===== src/rtl/lynx_pkg.sv =====
// Shared PS/2 receiver definitions: frame state encoding, prefix byte codes
// and the odd-parity helper.
package lynx_pkg;

    typedef enum logic [1:0] {
        ST_IDLE   = 2'd0,
        ST_DATA   = 2'd1,
        ST_PARITY = 2'd2,
        ST_STOP   = 2'd3
    } ps2_state_e;

    localparam logic [7:0] PS2_EXT = 8'hE0;
    localparam logic [7:0] PS2_BRK = 8'hF0;

    // Odd parity holds when data plus parity bit carry an odd number of ones.
    function automatic logic odd_parity_ok(input logic [7:0] data, input logic par);
        return ^{data, par};
    endfunction

endpackage


===== src/rtl/ps2_filter.sv =====
// PS/2 line conditioning: 2-FF synchronisers on both lines and a ce-rate
// glitch filter on the clock line that emits a one-clock fall strobe.
module ps2_filter #(
    parameter int FILTER = 8
) (
    input  logic clock,
    input  logic reset,
    input  logic ce,
    input  logic ps2clk,
    input  logic ps2dat,
    output logic clk_filt,
    output logic dat_sync,
    output logic fall
);

    localparam int CW = (FILTER > 1) ? $clog2(FILTER) : 1;
    localparam logic [CW-1:0] CNT_LOAD = CW'(FILTER - 1);

    logic [1:0]    clk_sync_q, clk_sync_d;
    logic [1:0]    dat_sync_q, dat_sync_d;
    logic          filt_q, filt_d;
    logic [CW-1:0] cnt_q, cnt_d;

    // Down-counter reloads whenever the synchronised level agrees with the
    // filtered one, so only an unbroken run of FILTER opposite samples flips it.
    always_comb begin
        clk_sync_d = {clk_sync_q[0], ps2clk};
        dat_sync_d = {dat_sync_q[0], ps2dat};
        filt_d     = filt_q;
        cnt_d      = cnt_q;
        fall       = 1'b0;
        if (ce) begin
            if (clk_sync_q[1] == filt_q) begin
                cnt_d = CNT_LOAD;
            end else if (cnt_q == '0) begin
                filt_d = clk_sync_q[1];
                cnt_d  = CNT_LOAD;
                fall   = ~clk_sync_q[1];
            end else begin
                cnt_d = cnt_q - 1'b1;
            end
        end
    end

    always_ff @(posedge clock or negedge reset) begin
        if (!reset) begin
            clk_sync_q <= 2'b11;
            dat_sync_q <= 2'b11;
            filt_q     <= 1'b1;
            cnt_q      <= CNT_LOAD;
        end else begin
            clk_sync_q <= clk_sync_d;
            dat_sync_q <= dat_sync_d;
            filt_q     <= filt_d;
            cnt_q      <= cnt_d;
        end
    end

    assign clk_filt = filt_q;
    assign dat_sync = dat_sync_q[1];

endmodule


===== src/rtl/ps2_receiver.sv =====
// PS/2 keyboard frame receiver with E0/F0 prefix folding.
// Define PS2_TIMEOUT_EN to abort frames that stall for TIMEOUT ce ticks.
//
//   state     | meaning
//   ST_IDLE   | waiting for a start bit (sample of 0)
//   ST_DATA   | shifting in 8 data bits, LSB first
//   ST_PARITY | capturing the odd parity bit
//   ST_STOP   | checking stop bit and parity, then decoding the byte
module ps2_receiver
    import lynx_pkg::*;
#(
    parameter int FILTER  = 8,
    parameter int TIMEOUT = 6000
) (
    input  logic       clock,
    input  logic       reset,
    input  logic       ce,
    input  logic       ps2clk,
    input  logic       ps2dat,
    output logic       valid,
    output logic [7:0] code,
    output logic       released,
    output logic       extended,
    output logic       error
);

    if (FILTER < 1 || TIMEOUT < 1) begin : g_param_check
        $error("ps2_receiver: FILTER and TIMEOUT must be at least 1");
    end

    logic       fall;
    logic       dat;
    logic       clk_level_unused;

    ps2_state_e state_q, state_d;
    logic [2:0] bit_cnt_q, bit_cnt_d;
    logic [7:0] shift_q, shift_d;
    logic       par_q, par_d;
    logic       valid_q, valid_d;
    logic [7:0] code_q, code_d;
    logic       released_q, released_d;
    logic       extended_q, extended_d;
    logic       error_q, error_d;
    logic       ext_pend_q, ext_pend_d;
    logic       brk_pend_q, brk_pend_d;

`ifdef PS2_TIMEOUT_EN
    localparam int TW = $clog2(TIMEOUT + 1);
    localparam logic [TW-1:0] TMO_LOAD = TW'(TIMEOUT);
    localparam logic [TW-1:0] TMO_LAST = TW'(1);
    logic [TW-1:0] tmo_q, tmo_d;
`endif

    ps2_filter #(.FILTER(FILTER)) u_filter (
        .clock    (clock),
        .reset    (reset),
        .ce       (ce),
        .ps2clk   (ps2clk),
        .ps2dat   (ps2dat),
        .clk_filt (clk_level_unused),
        .dat_sync (dat),
        .fall     (fall)
    );

    always_comb begin
        state_d    = state_q;
        bit_cnt_d  = bit_cnt_q;
        shift_d    = shift_q;
        par_d      = par_q;
        valid_d    = 1'b0;
        code_d     = code_q;
        released_d = released_q;
        extended_d = extended_q;
        error_d    = 1'b0;
        ext_pend_d = ext_pend_q;
        brk_pend_d = brk_pend_q;
`ifdef PS2_TIMEOUT_EN
        tmo_d      = tmo_q;
`endif
        if (fall) begin
            unique case (state_q)
                ST_IDLE: begin
                    if (!dat) begin
                        state_d   = ST_DATA;
                        bit_cnt_d = 3'd0;
                    end
                end
                ST_DATA: begin
                    shift_d   = {dat, shift_q[7:1]};
                    bit_cnt_d = bit_cnt_q + 3'd1;
                    if (bit_cnt_q == 3'd7) state_d = ST_PARITY;
                end
                ST_PARITY: begin
                    par_d   = dat;
                    state_d = ST_STOP;
                end
                ST_STOP: begin
                    state_d = ST_IDLE;
                    if (dat && odd_parity_ok(shift_q, par_q)) begin
                        if (shift_q == PS2_EXT) begin
                            ext_pend_d = 1'b1;
                        end else if (shift_q == PS2_BRK) begin
                            brk_pend_d = 1'b1;
                        end else begin
                            valid_d    = 1'b1;
                            code_d     = shift_q;
                            released_d = brk_pend_q;
                            extended_d = ext_pend_q;
                            ext_pend_d = 1'b0;
                            brk_pend_d = 1'b0;
                        end
                    end else begin
                        error_d    = 1'b1;
                        ext_pend_d = 1'b0;
                        brk_pend_d = 1'b0;
                    end
                end
                default: state_d = ST_IDLE;
            endcase
        end
`ifdef PS2_TIMEOUT_EN
        // Watchdog reloads on every sampled edge and while idle.
        if (state_q == ST_IDLE || fall) begin
            tmo_d = TMO_LOAD;
        end else if (ce) begin
            if (tmo_q == TMO_LAST) begin
                tmo_d      = TMO_LOAD;
                state_d    = ST_IDLE;
                error_d    = 1'b1;
                ext_pend_d = 1'b0;
                brk_pend_d = 1'b0;
            end else begin
                tmo_d = tmo_q - 1'b1;
            end
        end
`endif
    end

    always_ff @(posedge clock or negedge reset) begin
        if (!reset) begin
            state_q    <= ST_IDLE;
            bit_cnt_q  <= 3'd0;
            shift_q    <= 8'd0;
            par_q      <= 1'b0;
            valid_q    <= 1'b0;
            code_q     <= 8'd0;
            released_q <= 1'b0;
            extended_q <= 1'b0;
            error_q    <= 1'b0;
            ext_pend_q <= 1'b0;
            brk_pend_q <= 1'b0;
`ifdef PS2_TIMEOUT_EN
            tmo_q      <= TMO_LOAD;
`endif
        end else begin
            state_q    <= state_d;
            bit_cnt_q  <= bit_cnt_d;
            shift_q    <= shift_d;
            par_q      <= par_d;
            valid_q    <= valid_d;
            code_q     <= code_d;
            released_q <= released_d;
            extended_q <= extended_d;
            error_q    <= error_d;
            ext_pend_q <= ext_pend_d;
            brk_pend_q <= brk_pend_d;
`ifdef PS2_TIMEOUT_EN
            tmo_q      <= tmo_d;
`endif
        end
    end

    assign valid    = valid_q;
    assign code     = code_q;
    assign released = released_q;
    assign extended = extended_q;
    assign error    = error_q;

endmodule


===== config.mk =====
export PLATFORM = sky130hd
export DESIGN_NAME = ps2_receiver
export DESIGN_NICKNAME = d
export VERILOG_FILES = /design/src/rtl/lynx_pkg.sv /design/src/rtl/ps2_filter.sv /design/src/rtl/ps2_receiver.sv
export SDC_FILE = /design/constraint.sdc
export NUM_CORES = 1
export LEC_CHECK = 0
export ABC_CLOCK_PERIOD_IN_PS = 4600
export CAP_MARGIN = 0
export CORE_MARGIN = 5
export CORE_UTILIZATION = 55
export CTS_BUF_LIST = sky130_fd_sc_hd__clkbuf_4
export CTS_CLUSTER_DIAMETER = 150
export CTS_CLUSTER_SIZE = 8
export DETAILED_ROUTE_END_ITERATION = 7
export HOLD_SLACK_MARGIN = 0.03
export PLACE_DENSITY = 0.75
export SYNTH_ARGS = -nofsm -noshare
export SYNTH_HDL_FRONTEND = slang
export SYNTH_HIERARCHICAL = 1
export SYNTH_SLANG_ARGS = --single-unit

===== constraint.sdc =====
create_clock -name clock -period 4.6 [get_ports clock]
set_clock_uncertainty 0.15 [all_clocks]
set_input_delay 0.92 -clock clock [delete_from_list [all_inputs] [get_ports clock]]
set_output_delay 0.92 -clock clock [all_outputs]
set_load 0.05 [all_outputs]

[Word-level counts from Yosys, hierarchy flattened]
Index checks and enable logic that the tools add are counted.
Storage, ports and cells
  register bits after elaboration: 36
  logic and storage cells: 69
  output and inout port bits: 12
  bits of input ports: 5
Operators by class
  mux-type cells: 24
  bitwise gates (word level): 4
  reductions and logical operators: 13
  equal/unequal tests: 11
  $add $sub $neg: 2
Operators by type and width (number)
  two-way mux 1 bit: 17
  == test 8 bit, second input constant: 2
  AND reduction 3 bit: 5
  two-way mux 3 bit: 3
  parity 9 bit: 1
  case mux 2 bit (4 select lines): 1
  != test 2 bit, second input constant: 3
  case mux 3 bit (2 select lines): 1
  AND reduction 5 bit: 1
  == test 2 bit, second input constant: 2
  two-way mux 2 bit: 2
  NOT 1 bit: 4
  AND reduction 2 bit: 2
  adder 3 x 1 -> 3 bit, second input constant: 1
  == test 3 bit, second input constant: 1
  logical NOT 3 bit: 1
  != test 3 bit, second input constant: 1
  subtractor 3 x 1 -> 3 bit, second input constant: 1
  == test 2 x 1 -> 1 bit, second input constant: 1
  logical NOT 2 bit: 1
  nonzero test 2 bit: 1
  == test 1 bit: 1
  logical AND 1 bit: 1

[Logic depth before layout (Yosys ltp)]
  depth after elaboration: 6
  depth in mapped cells: 11
  mapped depth without buffers: 10

[By module]
Netlist, hierarchy kept.
By module, submodules not included
  ps2_receiver: instances 1, area an instance 1436.4 um2, cells an instance 116, seq. area each 700.7 um2
  ps2_filter: instances 1, area an instance 339.1 um2, cells an instance 26, seq. area each 210.2 um2

[Worst setup path before layout]
No wires, ideal clock.
  kind: input port to flip-flop
  start: input port ce
  end: register code_q[2], in the netlist code[2]
  path slack: 1844 ps
  arrival time: 2481 ps
  library setup time: 125 ps
  buffers on the path: 1
  required time: 4325 ps
  stages: 8
  path through: nand2_2 nor3b_1 and3_1 nand3_1 mux2i_1 a211o_1 buf_6 mux2_4
On the way
  longest elaborated chain between the ends: 2
RTL lines
  start, declared: line ps2_receiver.sv:17  | input logic ce,
  two-way mux 1 bit: line ps2_filter.sv:32  | if (ce) begin
  net fall: line ps2_receiver.sv:31  | logic fall;
  AND reduction 5 bit (no source line)
  end signal, assigned: line ps2_receiver.sv:161  | code_q <= code_d;
  end, declared: line ps2_receiver.sv:40  | logic [7:0] code_q, code_d;
The timed path passes the listed nets, and every way through them passes these cells.
A chain may end at the register's enable or synchronous reset.

[Worst setup path after layout]
  start: input port ce
  end: register code_q[6], in the netlist code[6]
Same word-level chain as after synthesis.

==> impl_metrics.ini <==
[cells_and_area]
final_common_cell = dfrtp_1
fillers = 239
fin_nets = 177
drive_gt1_share_pct = 23.0
fin_cells = 209
seqCellArea_um2 = 911
area_delta_synth_final_pct = 16.1
multiInputGateArea_um2 = 811
num_antenna_cells = 0
layout_common_cells = dfrtp_1 (28), clkdlybuf4s50_1 (16), mux2_2 (10)

[place]
portBuffers = 16
gp_congestion = 0.768
hpwl_um = 2260
post-place-cells = 201

[clock_tree]
cts_sinks = 36
numCtsBuffers = 5
htree_num_levels = 2
clockBufferDepth = 2
cts_tree = done
cts-root-buf = clkbuf_4
post_cts_buffers = 0
path_clk_slew_ps = 110
cts_resized = 0
ctsHoldBuffers = 0
clock_latency_ps = 330

[setup_path]
cp.depth = 9
worst_setup_path_start_kind = primary input
criticalPathCategory = in -> reg
critical-path-max-stage-delay_ps = 600
crit_fanout = 11
crit_slowest_cell = clkdlybuf4s50_1
ff2ff_path_depth = 11
path_buf_inv = 2
crit_family = buffers and inverters
end_kind = register
crit_chain = clkdlybuf4s50_1 > nand2_2 > nor3b_1 > buf_4 > and3_1 > nand3_1 > mux2i_1 > a211o_1 > mux2_2
critPathArrivalTime_ps = 3310
crit_required_ps = 4680

[synthesis]
synth_area_um2 = 1780
syn_inst = 142
yosysSeqAreaShare_pct = 51.3
ys_types = 41
synth_edf_count = 0
synth_fp_nets = 155
synthFlopType = dfrtp_1
ys_async_sr_fraction_pct = 100
synth_top_area_share_pct = 39.5
synth_area_leaders = dfrtp_1 (39%), dfstp_2 (12%), mux2_2 (6.3%)
synth_top_area_cell = dfrtp_1
syn_area_per_cell_um2 = 12.5
synth-seq-cells = 36
ys.warnings.count = 6

[global_routing]
grt_pass1_vias = 1138
grt_max_degree = 37
grt-ovfl-total = 0
grt_pass1_wl_um = 5330
grt_usage_pct = 16.5
antenna_found_initial = 0

[power_and_ir_drop]
vdd_ir_drop_max_mv = 0.318
power.leakage_nw = 1.03
p_per_area_nw_per_um2 = 301

[timing]
fmaxAchievable_ghz = 0.309
fin_crit_sh_pct = 70.4
rsz0062_at_grt = false
setup_tns_ps = 0
period_needed_ps = 3240
setup_viol = 0
worst_pin_slew_ps = 523
hold_violations = 0
max_slew_margin_pct = 65.0
final_max_slew_viol_count = 0

[routing]
vias = 1123
drc_errors = 0
antenna_left = 0
routedWlPerCell_um = 14.5
drtIter0Drc = 16
viasPerCell = 5.37
wirelength_um = 3030
first_pass_iters = 4

[floorplan]
io_pins = 17
num_rows = 20
die_h_um = 66.8
die_w_um = 66.8
initial_core_util_pct = 57.7
die_area_um2 = 4460
fp.coreArea_um2 = 3080

[run_status]
status = finished, final reports clean

[worst_hold_path]
min_path_cells = 0
min_path_type = reg -> reg

[job]
cap_violations = 0
## state kept, by name (all words and copies together) (netlist names), 2 cells and up
signal and cells:
state_q 2, shift_q 8, u_filter/clk_sync_q 2, u_filter/cnt_q 3
code 8, u_filter/dat_sync_q 2, bit_cnt_q 3
## synth_stat cells, types with 4 or more instances
cell type and count:
a31oi_1 4, dfrtp_1 28, inv_1 9, ha_1 8, mux2_4 5, nand3_1 4
nand2_1 7, nor2_1 8, dfstp_2 8, mux2_2 10, nor3_1 7, o21ai_0 4
## layer usage
metal  wire length, um  share of wire, %  up-vias  track usage, %
li1                  -                 -      554               -
met4                29              0.96        0            5.33
met1              1290                42      543            18.8
met3               140               4.6        4            5.73
met5                 0                 0        -               0
met2              1570                52       22            28.6
## logic make-up after synthesis
logic type / after synthesis / share of synthesized area (%)
simple gates: 36 / 10.1
flops: 36 / 51.3
compound gates: 22 / 8.95
mux: 19 / 12.9
buf+inv: 12 / 3.03
xor+xnor: 9 / 8.03
fa+ha+maj: 8 / 5.64
## through the flow
stage	worst slack (ps)	power, mW	hold slack [ps]	cell area, um^2	util (%)
after global routing	1200	0.658	223	2060	67.0
after global placement	1120	0.413	196	1990	64.5
final	1360	0.620	213	2060	67.0
after CTS	1380	0.629	214	2060	67.0
after detailed placement	1000	0.419	199	1990	64.5
after floorplan	1840	0.397	195	1780	-
## final cells by class
cell class | instances | share of cell area (%)
clock buffers | 5 | 1.82
clock inverters | 3 | 1.82
inverters | 9 | 1.64
multi-input cells | 94 | 39.3
flip-flops and latches | 36 | 44.2
well taps | 44 | 2.67
repair buffers | 18 | 8.50
## where the power goes
| part | total [mW] | internal [mW] | switching (mW) |
|---|---|---|---|
| Sequential | 0.356 | 0.343 | 0.0126 |
| Clock | 0.206 | 0.111 | 0.0954 |
| Combinational | 0.0577 | 0.0282 | 0.0295 |
## path summary, 6_finish.rpt
check | startpoint | endpoint | slack (ps)
setup / recovery | ce | code[6] | 1360
hold / removal | u_filter/dat_sync_q[0] | u_filter/dat_sync_q[1] | 210
setup reg to reg | u_filter/cnt_q[0] | code[6] | 1760
hold reg to reg | u_filter/dat_sync_q[0] | u_filter/dat_sync_q[1] | 210
max in group asynchronous | reset | u_filter/clk_filt | 3120
min in group asynchronous | reset | code[7] | 830
No activity file was read; power rests on OpenSTA's default activity.
